===== config.mk =====
export PLATFORM = sky130hd
export DESIGN_NAME = smem_sched
export DESIGN_NICKNAME = d
export VERILOG_FILES = /design/src/rtl/smem_sched.sv
export SDC_FILE = /design/constraint.sdc
export NUM_CORES = 1
export LEC_CHECK = 0
export CORE_ASPECT_RATIO = 0.7
export CORE_MARGIN = 3
export CORE_UTILIZATION = 29
export CTS_CLUSTER_SIZE = 8
export DETAILED_ROUTE_END_ITERATION = 10
export HOLD_SLACK_MARGIN = 0.15
export PLACE_DENSITY = 0.9
export SLEW_MARGIN = 0
export SYNTH_ARGS = -nofsm -noshare
export SYNTH_HDL_FRONTEND = slang
export SYNTH_SLANG_ARGS = --single-unit
export TNS_END_PERCENT = 30

===== constraint.sdc =====
create_clock -name clk -period 4.7 [get_ports clk]
set_input_delay 1.175 -clock clk [delete_from_list [all_inputs] [get_ports clk]]
set_output_delay 1.175 -clock clk [all_outputs]
set_load 0.02 [all_outputs]

===== src/rtl/smem_sched.sv =====
// rtl/smem_sched.sv - RC4 phase sequencer and s_memory port arbiter
// Optional phase watchdog enabled by defining SMEM_WATCHDOG_EN.
module smem_sched #(
  parameter int ADDR_W     = 8,
  parameter int DATA_W     = 8,
  parameter int NUM_PHASES = 3
`ifdef SMEM_WATCHDOG_EN
  ,
  parameter int TIMEOUT    = 4096
`endif
) (
  input  logic              clk,
  input  logic              rst,
  input  logic              start,
  output logic              busy,
  output logic              done,
  output logic              err,
  output logic [1:0]        phase,
  output logic [2:0]        t_start,
  input  logic [2:0]        t_fin,
  input  logic [ADDR_W-1:0] t1_addr,
  input  logic [ADDR_W-1:0] t2a_addr,
  input  logic [ADDR_W-1:0] t2b_addr,
  input  logic [DATA_W-1:0] t1_data,
  input  logic [DATA_W-1:0] t2a_data,
  input  logic [DATA_W-1:0] t2b_data,
  input  logic              t1_wr_en,
  input  logic              t2a_wr_en,
  input  logic              t2b_wr_en,
  input  logic              host_req,
  input  logic [ADDR_W-1:0] host_addr,
  output logic              host_gnt,
  output logic [ADDR_W-1:0] mem_addr,
  output logic [DATA_W-1:0] mem_data,
  output logic              mem_wren
);

  typedef enum logic [2:0] {
    IDLE   = 3'd0,
    P1_GO  = 3'd1,
    P1_RUN = 3'd2,
    P2_GO  = 3'd3,
    P2_RUN = 3'd4,
    P3_GO  = 3'd5,
    P3_RUN = 3'd6,
    DONE   = 3'd7
  } state_t;

  state_t state, state_n;
  logic   wd_trip;
  logic   idle_or_done;
  logic   accept_start;

  localparam state_t AFTER_P1 = (NUM_PHASES <= 1) ? DONE : P2_GO;
  localparam state_t AFTER_P2 = (NUM_PHASES <= 2) ? DONE : P3_GO;

  assign idle_or_done = (state == IDLE) || (state == DONE);
  assign accept_start = idle_or_done && start;

  always_ff @(posedge clk or negedge rst) begin
    if (!rst) state <= IDLE;
    else      state <= state_n;
  end

`ifdef SMEM_WATCHDOG_EN
  logic [15:0] wd_cnt;
  logic        in_run;
  logic        in_go;

  assign in_go   = (state == P1_GO) || (state == P2_GO) || (state == P3_GO);
  assign in_run  = (state == P1_RUN) || (state == P2_RUN) || (state == P3_RUN);
  assign wd_trip = in_run && (wd_cnt == 16'(TIMEOUT - 1));

  always_ff @(posedge clk or negedge rst) begin
    if (!rst) begin
      wd_cnt <= '0;
      err    <= 1'b0;
    end else begin
      if (in_go)       wd_cnt <= '0;
      else if (in_run) wd_cnt <= wd_cnt + 16'd1;
      if (accept_start)                       err <= 1'b0;
      else if (wd_trip && state_n == DONE)    err <= 1'b1;
    end
  end
`else
  assign wd_trip = 1'b0;
  assign err     = 1'b0;
`endif

  // A fin seen in the GO cycle completes the phase immediately.
  always_comb begin
    state_n = state;
    t_start = 3'b000;
    phase   = 2'd0;
    busy    = 1'b0;
    done    = 1'b0;
    case (state)
      IDLE: begin
        if (start) state_n = P1_GO;
      end
      P1_GO: begin
        t_start = 3'b001;
        phase   = 2'd1;
        busy    = 1'b1;
        state_n = t_fin[0] ? AFTER_P1 : P1_RUN;
      end
      P1_RUN: begin
        phase = 2'd1;
        busy  = 1'b1;
        if (t_fin[0])     state_n = AFTER_P1;
        else if (wd_trip) state_n = DONE;
      end
      P2_GO: begin
        t_start = 3'b010;
        phase   = 2'd2;
        busy    = 1'b1;
        state_n = t_fin[1] ? AFTER_P2 : P2_RUN;
      end
      P2_RUN: begin
        phase = 2'd2;
        busy  = 1'b1;
        if (t_fin[1])     state_n = AFTER_P2;
        else if (wd_trip) state_n = DONE;
      end
      P3_GO: begin
        t_start = 3'b100;
        phase   = 2'd3;
        busy    = 1'b1;
        state_n = t_fin[2] ? DONE : P3_RUN;
      end
      P3_RUN: begin
        phase = 2'd3;
        busy  = 1'b1;
        if (t_fin[2] || wd_trip) state_n = DONE;
      end
      DONE: begin
        done = 1'b1;
        if (start) state_n = P1_GO;
      end
      default: state_n = IDLE;
    endcase
  end

  // rst gates the grant so a held host_req cannot drive the RAM during reset.
  assign host_gnt = rst && host_req && idle_or_done && !start;

  always_comb begin
    mem_addr = '0;
    mem_data = '0;
    mem_wren = 1'b0;
    case (state)
      P1_GO, P1_RUN: begin
        mem_addr = t1_addr;
        mem_data = t1_data;
        mem_wren = t1_wr_en;
      end
      P2_GO, P2_RUN: begin
        mem_addr = t2a_addr;
        mem_data = t2a_data;
        mem_wren = t2a_wr_en;
      end
      P3_GO, P3_RUN: begin
        mem_addr = t2b_addr;
        mem_data = t2b_data;
        mem_wren = t2b_wr_en;
      end
      default: begin
        if (host_gnt) mem_addr = host_addr;
      end
    endcase
  end

endmodule

==> summary.md <==
| Metric | Value |
|---|---|
| 1st-pass router iterations | 4 |
| RSZ-0062 raised after global routing | false |
| Number of global-route vias before repair | 1,069 |
| Quantity of I/O buffers inserted on ports | 90 |
| Initial antenna violation count | 0 |
| CP Max Fanout | 8 |
| Mean Syn Cell Area | 7.57 µm² |
| Max incr delay on CP | 0.62 ns |
| Design area | 1720 µm² |
| Vias | 1,120 |
| FF-to-FF path depth | 5 |
| Max FFs per register | 3 |
| CTS Buffer Depth | 2 |
| Setup CP Type | in -> out |
| HPWL Detailed | 2.72 mm |
| Final hold violations | 0 |
| Row count | 14 |
| Number of distinct library cells after synthesis | 28 |
| TNS Setup | 0 ns |
| GR Util All Layers | 19.1% |
| Die W | 67.7 µm |
| GPL Wtd Cong | 0.724 |
| Initial DRC count | 32 |
| Worst-path clk slew | 0.03 ns |
| Total Power | 0.00110 W |
| GRT overflow | 0 |
| Setup Buffers After CTS | 0 |
| Most frequent cells in the layout | clkdlybuf4s50_1 (90), mux2i_1 (19), nand2_1 (11) |
| Biggest register | state |
| Max-cap check violation count | 0 |
| # fillers | 177 |
| Seq/Total Area, Yosys | 9.72% |
| Synth warn | 0 |
| Routed wire length | 3.32 mm |
| Status | finished, final reports clean |
| Worst min path class | reg -> reg |
| Inserted Clock Buffers | 3 |
| Largest net degree at the start of global routing | 21 |
| Worst Path Arrival | 3.13 ns |
| Synth Instances | 102 |
| Post_cts resized | 0 |
| Final-stage net count | 261 |
| Startpoint types | input pin |
| Most used cell, CP | clkdlybuf4s50_1 |
| Top-Level Pins | 92 |
| Peak Freq | 232 MHz |
| Hold depth | 1 |
| Final setup vio count | 0 |
| Die area | 3330 µm² |
| Leak | 0.713 nW |
| Worst-path cell chain | clkdlybuf4s50_1 > and2_1 > and4b_1 > a221o_1 > clkdlybuf4s50_1 |
| Critical-path top delay cell | clkdlybuf4s50_1 |
| Slew Viols, Final | 0 |
| Core footprint | 2330 µm² |
| Max H-tree Level | 1 |
| Area post-placement | 1680 µm² |
| Global-route wire length before repair | 4.93 mm |
| Vias per cell | 5.05 |
| Routed wire per std cell | 14.9 µm |
| CTS Sinks | 3 |
| Initial Util | 33.1% |
| Share of cells above drive strength 1 | 4.21% |
| Die Ht | 49.2 µm |
| Layout area overhead | 123% |
| Routed Antenna Nets | 0 |
| Net Count, Synth | 172 |
| Clock skew | 0.000755 ns |
| Post-Syn Area | 772 µm² |
| Area of the multi-input gates | 623 µm² |
| DRC viols | 0 |
| CTS Hold Bufs | 0 |
| VDD IR max | 0.471 mV |
| Most common cell after layout, fill and taps aside | clkdlybuf4s50_1 |
| Seq cells post-synth | 3 |
| Skew-Pair Late Insertion Delay | 0.21 ns |
| Antenna Diode Count | 0 |
| Tcrit/Tclk final | 91.7% |
| Critical Path RT | 3.52 ns |
| CTS tree | done |
| Power per cell area | 640 nW/µm² |
| FF+latch area | 75.1 µm² |
| Min Clock Period, post-route | 4.31 ns |
| Kind of end point of the critical path | output pin |
| Clock root buffer | clkbuf_8 |
| Largest registers | state (3) |
## final cells by class
type	count	share of cell area, %
sequential	3	4.36
multi-input combinational	85	36.2
clock buffer	4	2.62
timing repair buffer	92	53.2
inverter	6	1.31
tap	32	2.33
## cell families (layout without fill, tap and decap cells)
kind of cell / count (synthesis) / in the layout / share of synthesized area [%]
AOI/OAI and AO/OA: 25 / 25 / 23.5
buffers and inverters: 14 / 102 / 9.56
muxes: 21 / 21 / 27.6
DFF: 3 / 3 / 9.72
other: 1 / 1 / 0.486
and+or+nand+nor: 34 / 34 / 22.7
adders and majority gates: 4 / 4 / 6.48
## cells in the mapped netlist, drive strengths merged
cell | count | share of area [%]
o41ai | 1 | 1.1
clkbuf | 3 | 1.5
mux2i | 19 | 25
and4b | 1 | 1.3
mux2 | 2 | 2.9
o21ai | 10 | 6.5
o31ai | 1 | 0.97
nor2b | 2 | 1.6
ha | 4 | 6.5
and2 | 3 | 2.4
a21oi | 3 | 2.4
nor4 | 1 | 0.81
inv | 6 | 2.9
nor3 | 1 | 0.65
nand2b | 4 | 4.2
nand2 | 12 | 6.8
buf | 5 | 5.2
conb | 1 | 0.49
a221o | 8 | 10
a211o | 1 | 1.1
dfrtp | 3 | 9.7
nor2 | 10 | 4.9
o211ai | 1 | 0.97
## power breakdown
group / internal (W) / total [W] / switching, W / leakage, nW
clock network: 0.0000578 / 0.0000745 / 0.0000167 / 0.0228
registers: 0.0000395 / 0.0000657 / 0.0000261 / 0.0346
logic: 0.000467 / 0.000961 / 0.000493 / 0.656
## path summary, 6_finish.rpt
kind	startpoint	slack [ns]	endpoint
worst max-delay path	rst	0.39	mem_addr[3]
worst min-delay path	state[0]	0.57	state[0]
worst max register to register	state[2]	2.83	state[1]
worst min register to register	state[0]	0.57	state[0]
max in group asynchronous	rst	3.34	state[1]
min in group asynchronous	rst	1.18	state[2]
## critical path: cells and delay by family
kind                   cells  cell delay [ns]
AND/OR/NAND/NOR            2             0.55
AO/OA/AOI/OAI              1             0.21
buffers and inverters      2             1.20
## metrics by stage
stage | setup WS [ns] | cells | util (%) | hold WS, ns
4_1_cts | 0.367 | 222 | 73.9 | 0.566
2_1_floorplan | 1.51 | 102 | - | 0.517
6_report | 0.391 | 222 | 73.9 | 0.565
3_3_place_gp | 0.483 | 218 | 72.0 | 0.542
5_1_grt | 0.299 | 222 | 73.9 | 0.585
3_5_place_dp | 0.366 | 218 | 72.0 | 0.557
## metal layers
layer	up-vias	part of all wire (%)	track usage, %	routed length (µm)
met5	-	0	0	0
met2	70	50	34.7	1660
met3	6	13	6.22	425
met1	504	36	20.4	1180
met4	0	1.4	5.72	46
li1	540	-	-	-
No activity file was read; power rests on OpenSTA's default activity.
